===== src/rtl/voice_allocator.sv =====
// Polyphony scheduler: serialized note-on/off events -> per-voice gate + note for VOICES adsr instances.
// Latency: gate changes VOICES+1 edges after accept (VOICES+2 for the retrigger/steal re-rise).
// Backpressure: ev_ready is high only in IDLE, so at most one event is in flight.
//
// Ports: clk, reset_n (async, active-low); ev_valid/ev_ready/ev_on/ev_note event input;
//        voice_active (adsr active flags); gate, voice_note (packed, voice v at [v*NOTE_BITS +: NOTE_BITS]);
//        ev_steal / ev_drop one-cycle status pulses.
// Build option: VOICE_STEAL_EN enables stealing the oldest gated voice when no other voice is available.
module voice_allocator #(
    parameter int VOICES    = 4,
    parameter int NOTE_BITS = 7
) (
    input  logic                          clk,
    input  logic                          reset_n,
    input  logic                          ev_valid,
    output logic                          ev_ready,
    input  logic                          ev_on,
    input  logic [NOTE_BITS-1:0]          ev_note,
    input  logic [VOICES-1:0]             voice_active,
    output logic [VOICES-1:0]             gate,
    output logic [VOICES*NOTE_BITS-1:0]   voice_note,
    output logic                          ev_steal,
    output logic                          ev_drop
);
    localparam int IW = $clog2(VOICES);

    typedef enum logic [1:0] {S_IDLE, S_SCAN, S_APPLY, S_REGATE} state_t;

    state_t                 r_state;
    state_t                 w_state_nxt;
    logic                   r_ev_ready;

    logic [IW-1:0]          r_scan_idx;
    logic                   r_ev_on;
    logic [NOTE_BITS-1:0]   r_ev_note;

    logic [VOICES-1:0]      r_gate;
    logic [NOTE_BITS-1:0]   r_note [VOICES];
    logic [IW-1:0]          r_rank [VOICES];
    logic [IW-1:0]          r_regate_idx;
    logic                   r_ev_drop;

    // Candidate accumulators built up one voice per scan cycle.
    logic                   r_match_vld;
    logic [IW-1:0]          r_match_idx;
    logic                   r_free_vld;
    logic [IW-1:0]          r_free_idx;
    logic                   r_rel_vld;
    logic [IW-1:0]          r_rel_idx;
    logic [IW-1:0]          r_rel_rank;

    logic                   w_accept;
    logic                   w_scan_last;
    logic                   w_cur_gate;
    logic                   w_cur_active;
    logic [NOTE_BITS-1:0]   w_cur_note;
    logic [IW-1:0]          w_cur_rank;

    logic                   w_sel_vld;
    logic [IW-1:0]          w_sel_idx;
    logic                   w_sel_regate;
    logic                   w_drop;

    assign w_accept     = ev_valid && r_ev_ready;
    assign w_scan_last  = (r_scan_idx == IW'(VOICES - 1));
    assign w_cur_gate   = r_gate[r_scan_idx];
    assign w_cur_active = voice_active[r_scan_idx];
    assign w_cur_note   = r_note[r_scan_idx];
    assign w_cur_rank   = r_rank[r_scan_idx];

    // ------------------------------------------------------------------ FSM
    always_ff @(posedge clk or negedge reset_n) begin
        if (!reset_n) begin
            r_state    <= S_IDLE;
            r_ev_ready <= 1'b1;
        end else begin
            r_state    <= w_state_nxt;
            r_ev_ready <= (w_state_nxt == S_IDLE);
        end
    end

    always_comb begin
        w_state_nxt = r_state;
        case (r_state)
            S_IDLE:   if (w_accept) w_state_nxt = S_SCAN;
            S_SCAN:   if (w_scan_last) w_state_nxt = S_APPLY;
            S_APPLY:  w_state_nxt = (w_sel_vld && w_sel_regate) ? S_REGATE : S_IDLE;
            S_REGATE: w_state_nxt = S_IDLE;
            default:  w_state_nxt = S_IDLE;
        endcase
    end

`ifdef VOICE_STEAL_EN
    logic                   r_steal_vld;
    logic [IW-1:0]          r_steal_idx;
    logic [IW-1:0]          r_steal_rank;
    logic                   r_ev_steal;
    logic                   w_sel_steal;

    always_ff @(posedge clk or negedge reset_n) begin
        if (!reset_n) begin
            r_steal_vld  <= 1'b0;
            r_steal_idx  <= '0;
            r_steal_rank <= '0;
            r_ev_steal   <= 1'b0;
        end else begin
            r_ev_steal <= 1'b0;
            if (r_state == S_IDLE && w_accept) begin
                r_steal_vld <= 1'b0;
            end else if (r_state == S_SCAN) begin
                if (w_cur_gate && (!r_steal_vld || w_cur_rank > r_steal_rank)) begin
                    r_steal_vld  <= 1'b1;
                    r_steal_idx  <= r_scan_idx;
                    r_steal_rank <= w_cur_rank;
                end
            end else if (r_state == S_APPLY) begin
                r_ev_steal <= w_sel_steal;
            end
        end
    end

    assign ev_steal = r_ev_steal;
`else
    assign ev_steal = 1'b0;
`endif

    // Voice choice, evaluated in APPLY from the completed scan.
    always_comb begin
        w_sel_vld    = 1'b0;
        w_sel_idx    = '0;
        w_sel_regate = 1'b0;
`ifdef VOICE_STEAL_EN
        w_sel_steal  = 1'b0;
`endif
        if (r_ev_on) begin
            if (r_match_vld) begin
                w_sel_vld    = 1'b1;
                w_sel_idx    = r_match_idx;
                w_sel_regate = 1'b1;
            end else if (r_free_vld) begin
                w_sel_vld = 1'b1;
                w_sel_idx = r_free_idx;
            end else if (r_rel_vld) begin
                w_sel_vld = 1'b1;
                w_sel_idx = r_rel_idx;
            end
`ifdef VOICE_STEAL_EN
            else if (r_steal_vld) begin
                w_sel_vld    = 1'b1;
                w_sel_idx    = r_steal_idx;
                w_sel_regate = 1'b1;
                w_sel_steal  = 1'b1;
            end
`endif
        end else if (r_match_vld) begin
            w_sel_vld = 1'b1;
            w_sel_idx = r_match_idx;
        end
    end

    // An unmatched note-off is silently ignored; only a note-on with no home is a drop.
    assign w_drop = r_ev_on && !w_sel_vld;

    // ------------------------------------------------------------- datapath
    always_ff @(posedge clk or negedge reset_n) begin
        if (!reset_n) begin
            r_scan_idx   <= '0;
            r_ev_on      <= 1'b0;
            r_ev_note    <= '0;
            r_gate       <= '0;
            r_regate_idx <= '0;
            r_ev_drop    <= 1'b0;
            r_match_vld  <= 1'b0;
            r_match_idx  <= '0;
            r_free_vld   <= 1'b0;
            r_free_idx   <= '0;
            r_rel_vld    <= 1'b0;
            r_rel_idx    <= '0;
            r_rel_rank   <= '0;
            for (int v = 0; v < VOICES; v++) begin
                r_note[v] <= '0;
                r_rank[v] <= IW'(v);
            end
        end else begin
            r_ev_drop <= 1'b0;
            case (r_state)
                S_IDLE: begin
                    if (w_accept) begin
                        r_ev_on     <= ev_on;
                        r_ev_note   <= ev_note;
                        r_scan_idx  <= '0;
                        r_match_vld <= 1'b0;
                        r_free_vld  <= 1'b0;
                        r_rel_vld   <= 1'b0;
                    end
                end
                S_SCAN: begin
                    r_scan_idx <= r_scan_idx + 1'b1;
                    if (!r_match_vld && w_cur_gate && w_cur_note == r_ev_note) begin
                        r_match_vld <= 1'b1;
                        r_match_idx <= r_scan_idx;
                    end
                    if (!r_free_vld && !w_cur_gate && !w_cur_active) begin
                        r_free_vld <= 1'b1;
                        r_free_idx <= r_scan_idx;
                    end
                    // Fully idle voices win over releasing ones anyway, so only
                    // releasing voices need tracking here.
                    if (!w_cur_gate && w_cur_active &&
                        (!r_rel_vld || w_cur_rank > r_rel_rank)) begin
                        r_rel_vld  <= 1'b1;
                        r_rel_idx  <= r_scan_idx;
                        r_rel_rank <= w_cur_rank;
                    end
                end
                S_APPLY: begin
                    r_ev_drop <= w_drop;
                    if (w_sel_vld) begin
                        r_regate_idx <= w_sel_idx;
                        if (r_ev_on) begin
                            r_note[w_sel_idx] <= r_ev_note;
                            r_gate[w_sel_idx] <= !w_sel_regate;
                            // Move the chosen voice to newest; everyone newer ages by one.
                            for (int v = 0; v < VOICES; v++) begin
                                if (IW'(v) == w_sel_idx)
                                    r_rank[v] <= '0;
                                else if (r_rank[v] < r_rank[w_sel_idx])
                                    r_rank[v] <= r_rank[v] + 1'b1;
                            end
                        end else begin
                            r_gate[w_sel_idx] <= 1'b0;
                        end
                    end
                end
                S_REGATE: begin
                    r_gate[r_regate_idx] <= 1'b1;
                end
                default: ;
            endcase
        end
    end

    // ------------------------------------------------------------- outputs
    assign ev_ready = r_ev_ready;
    assign gate     = r_gate;
    assign ev_drop  = r_ev_drop;

    for (genvar g = 0; g < VOICES; g++) begin : g_note_out
        assign voice_note[g*NOTE_BITS +: NOTE_BITS] = r_note[g];
    end

endmodule


===== config.mk =====
export PLATFORM = sky130hd
export DESIGN_NAME = voice_allocator
export DESIGN_NICKNAME = d
export VERILOG_FILES = /design/src/rtl/voice_allocator.sv
export SDC_FILE = /design/constraint.sdc
export NUM_CORES = 1
export LEC_CHECK = 0
export ABC_AREA = 1
export BUFFER_PORTS_ARGS = -buffer_cell sky130_fd_sc_hd__buf_2
export CAP_MARGIN = 5
export CORE_MARGIN = 8
export CORE_UTILIZATION = 59
export DETAILED_ROUTE_END_ITERATION = 7
export GPL_TIMING_DRIVEN = 1
export PLACE_DENSITY = 0.82
export SLEW_MARGIN = 15
export SYNTH_ARGS = -nofsm -noshare
export SYNTH_HDL_FRONTEND = slang
export SYNTH_SLANG_ARGS = --single-unit

===== constraint.sdc =====
create_clock -name clk -period 3.7 [get_ports clk]
set_clock_uncertainty 0.2 [all_clocks]
set_input_delay 0.37 -clock clk [delete_from_list [all_inputs] [get_ports clk]]
set_output_delay 0.37 -clock clk [all_outputs]
set_load 0.01 [all_outputs]

==> run_results.csv <==
group,metric,value,unit
outcome,status,"finished, final reports clean",
worst_setup_path,crit_type,"register to register",
drt,first_pass_iters,5,
global_routing,antenna_found_initial,0,
finish,drive_above_1_share,19.4,%
synthesis,synth_cells,481,
sta,report.final.slew_viol_count,0,
drt,vias,3422,
sta,setup_viol_count_final,0,
die,io_pins,50,
synthesis,async_flop_share,100,%
clock_tree,postCtsHoldBufs,1,
clock_tree,cts_tree,"built",
hold_path,hold_class,"input pin to register",
sta,period_share,75.9,%
power_and_ir_drop,ir_worst_vdd,0.000406,V
worst_setup_path,crit_start,"r_scan_idx[1]$_DFFE_PN0P_",
sta,max_slew.worst_pin.slew,0.908,ns
worst_setup_path,start_kind,"register",
power_and_ir_drop,powerDensity,814,nW/um^2
die,start_util,61.2,%
finish,nNetsFinal,549,
clock_tree,post_cts_buffers,0,
sta,fin_crit,2.81,ns
sta,finalSetupTns,0,ns
synthesis,synthFlopType,"dfrtp_1",
die,die_y,94.3,um
drt,wl,9210,um
placed_design,dp_hpwl,6560,um
power_and_ir_drop,power.total,3.37,mW
worst_setup_path,worstRegToRegCells,14,
die,die_x,94.3,um
job,maxCapViolCount,0,
clock_tree,clk_pin_slew_worst_paths,0.08,ns
synthesis,synth_top_area_share,42.8,%
power_and_ir_drop,p_leak,2.06,nW
clock_tree,cts_sinks,67,
sta,max_slew_margin,39.5,%
placed_design,io_buffers,48,
synthesis,syn_area,3620,um^2
synthesis,ys_ff_latch,67,
die,die_area,8900,um^2
drt,vias_per_cell,5.60,
worst_setup_path,setup.worst_path.end_class,"register",
clock_tree,cts_root_buf,"clkbuf_8",
clock_tree,htree_levels,3,
die,rows,28,
worst_setup_path,r2r-start,"r_scan_idx[1]$_DFFE_PN0P_",
synthesis,synth_common_cells,"nand2_1, dfrtp_1, o21ai_0",
worst_setup_path,arrival,2.82,ns
sta,hold_viol,0,
placed_design,gp_congestion,0.949,
finish,seq_area,1680,um^2
global_routing,grtUsageTotal,21.7,%
worst_setup_path,cp_max_fo,15,
finish,multi_input_area,1680,um^2
synthesis,syn_area_per_cell,7.53,um^2
global_routing,grt_pass1_vias,3266,
finish,syn2layout_area_growth,14.3,%
global_routing,grt.overflow.total,0,
finish,n_fill_cell,496,
clock_tree,cts.repair.resized,0,
finish,diodes,0,
clock_tree,clock_path_buffers,2,
worst_setup_path,max_stage_delay,0.56,ns
synthesis,yosysSeqAreaShare,46.5,%
die,coreArea,5920,um^2
synthesis,synth_fp_nets,499,
worst_setup_path,crit_path_end,"r_rel_idx[1]$_DFFE_PN0P_",
drt,drc,0,
global_routing,grt_pass1_wl,15500,um
synthesis,synth_area_leader_cell,"dfrtp_1",
worst_setup_path,rrSetupSlack,0.89,ns
synthesis,synth-warning-count,0,
worst_setup_path,r2r_end,"r_rel_idx[1]$_DFFE_PN0P_",
drt,drt_iter0_markers,249,
sta,fmax,356,MHz
synthesis,synth-edff-count,0,
worst_setup_path,crit_chain,"inv_1 > o21ai_0 > a21oi_1 > a21oi_1 > ha_1 > inv_1 > nor2_1 > o21ai_0 > nand2_1 > nand2_1 > nor2_1 > inv_1 > nand2_1 > o21ai_0",
drt,routedWlPerCell,15.1,um
drt,ant_nets,0,
sta,rsz0062_at_grt,"false",
synthesis,synth.area.top_cells,"dfrtp_1, nand2_1, o21ai_0, nand3_1, inv_1",
worst_setup_path,slowest_stage,"dfrtp_1",
synthesis,synth_cell_type_count,33,
clock_tree,insertion_delay,0.35,ns
synthesis,synth.most_common_cell,"nand2_1",
global_routing,grt_max_degree,43,
clock_tree,cts_made_buffers,9,
worst_setup_path,required,3.72,ns
[cells by family (layout without fill, tap and decap cells)]
family | Yosys count | in the layout | synth area share, %
and+or+nand+nor | 248 | 248 | 30.2
AOI/OAI and AO/OA | 100 | 100 | 14.6
DFF | 67 | 67 | 46.5
buffers and inverters | 60 | 115 | 7.08
adders and majority gates | 3 | 3 | 1.04
xor gates and xnor gates | 2 | 2 | 0.484
other | 1 | 1 | 0.104
[registers in the layout, indices dropped and copies added, names as in the netlist, 4 cells and up]
signal      flops
gate            4
r_ev_note       7
voice_note     28
r_rank          8
[how the worst min path moves through the flow]
stage	depth (start not counted)	from	to	slack, ns
2_1_floorplan	0	reset_n	ev_drop$_DFF_PN0_	-0.13
3_3_place_gp	2	r_match_idx[1]$_DFFE_PN0P_	r_match_idx[1]$_DFFE_PN0P_	0.26
3_5_place_dp	2	r_match_idx[0]$_DFFE_PN0P_	r_match_idx[0]$_DFFE_PN0P_	0.28
4_1_cts	3	ev_note[5]	r_ev_note[5]$_DFFE_PN0P_	0.03
5_1_grt	3	ev_note[5]	r_ev_note[5]$_DFFE_PN0P_	0.05
6_report	3	ev_note[5]	r_ev_note[5]$_DFFE_PN0P_	0.02
[layout make-up]
class                   count  share of cell area, %
clock inverters             4                   1.75
multi-input cells         354                   40.6
repair buffers             53                   6.77
clock buffers              12                   3.75
flip-flops and latches     67                   40.7
inverters                  46                   4.17
well taps                  75                   2.27
[layer usage]
layer	vias to the layer above	global-route usage [%]	wire length (um)
met5	-	0	0
met4	0	10.4	201
met3	23	4.52	593
met2	119	35.7	4450
met1	1618	26.6	3960
li1	1662	-	-
[per-stage QoR]
stage | cell area (um^2) | utilization [%] | std cells | setup WS (ns) | hold slack, ns
after floorplan | 3620 | - | 481 | 1.42 | -0.126
after global placement | 3900 | 65.9 | 594 | 1.16 | 0.265
after detailed placement | 3900 | 65.9 | 594 | 0.961 | 0.278
after CTS | 4140 | 69.9 | 611 | 0.952 | 0.0259
after global routing | 4140 | 69.9 | 611 | 0.613 | 0.0547
final | 4140 | 69.9 | 611 | 0.892 | 0.0243
[layout by cell type, fill, tap and decap left out, drive strengths merged]
master       Yosys  layout
buf             11      52
ha               3       3
a22oi            3       3
dfstp            5       5
nand3           43      43
xor2             2       2
o21ai           73      73
o22a             1       1
nand2          173     173
clkbuf           3      12
clkinvlp         0       1
inv             45      45
o211ai           3       3
o22ai            2       2
bufinv           0       2
conb             1       1
clkinv           1       2
dlygate4sd3      0       1
dfrtp           62      62
or2              1       1
a21oi           17      17
o2111ai          1       1
or3              1       1
nand4            1       1
nor2            29      29
[power breakdown]
part	internal (mW)	switching, mW
combinational	0.505	1.01
clock	0.416	0.295
sequential	0.945	0.198
[worst max-delay path, delay by kind of cell, from the launching register on]
| kind | cells | cell delay (ns) |
|---|---|---|
| fa+ha+maj | 1 | 0.30 |
| flops | 1 | 0.56 |
| buf+inv | 3 | 0.63 |
| compound gates | 5 | 0.56 |
| simple gates | 5 | 0.44 |
Power figures use the tool's default switching activity.
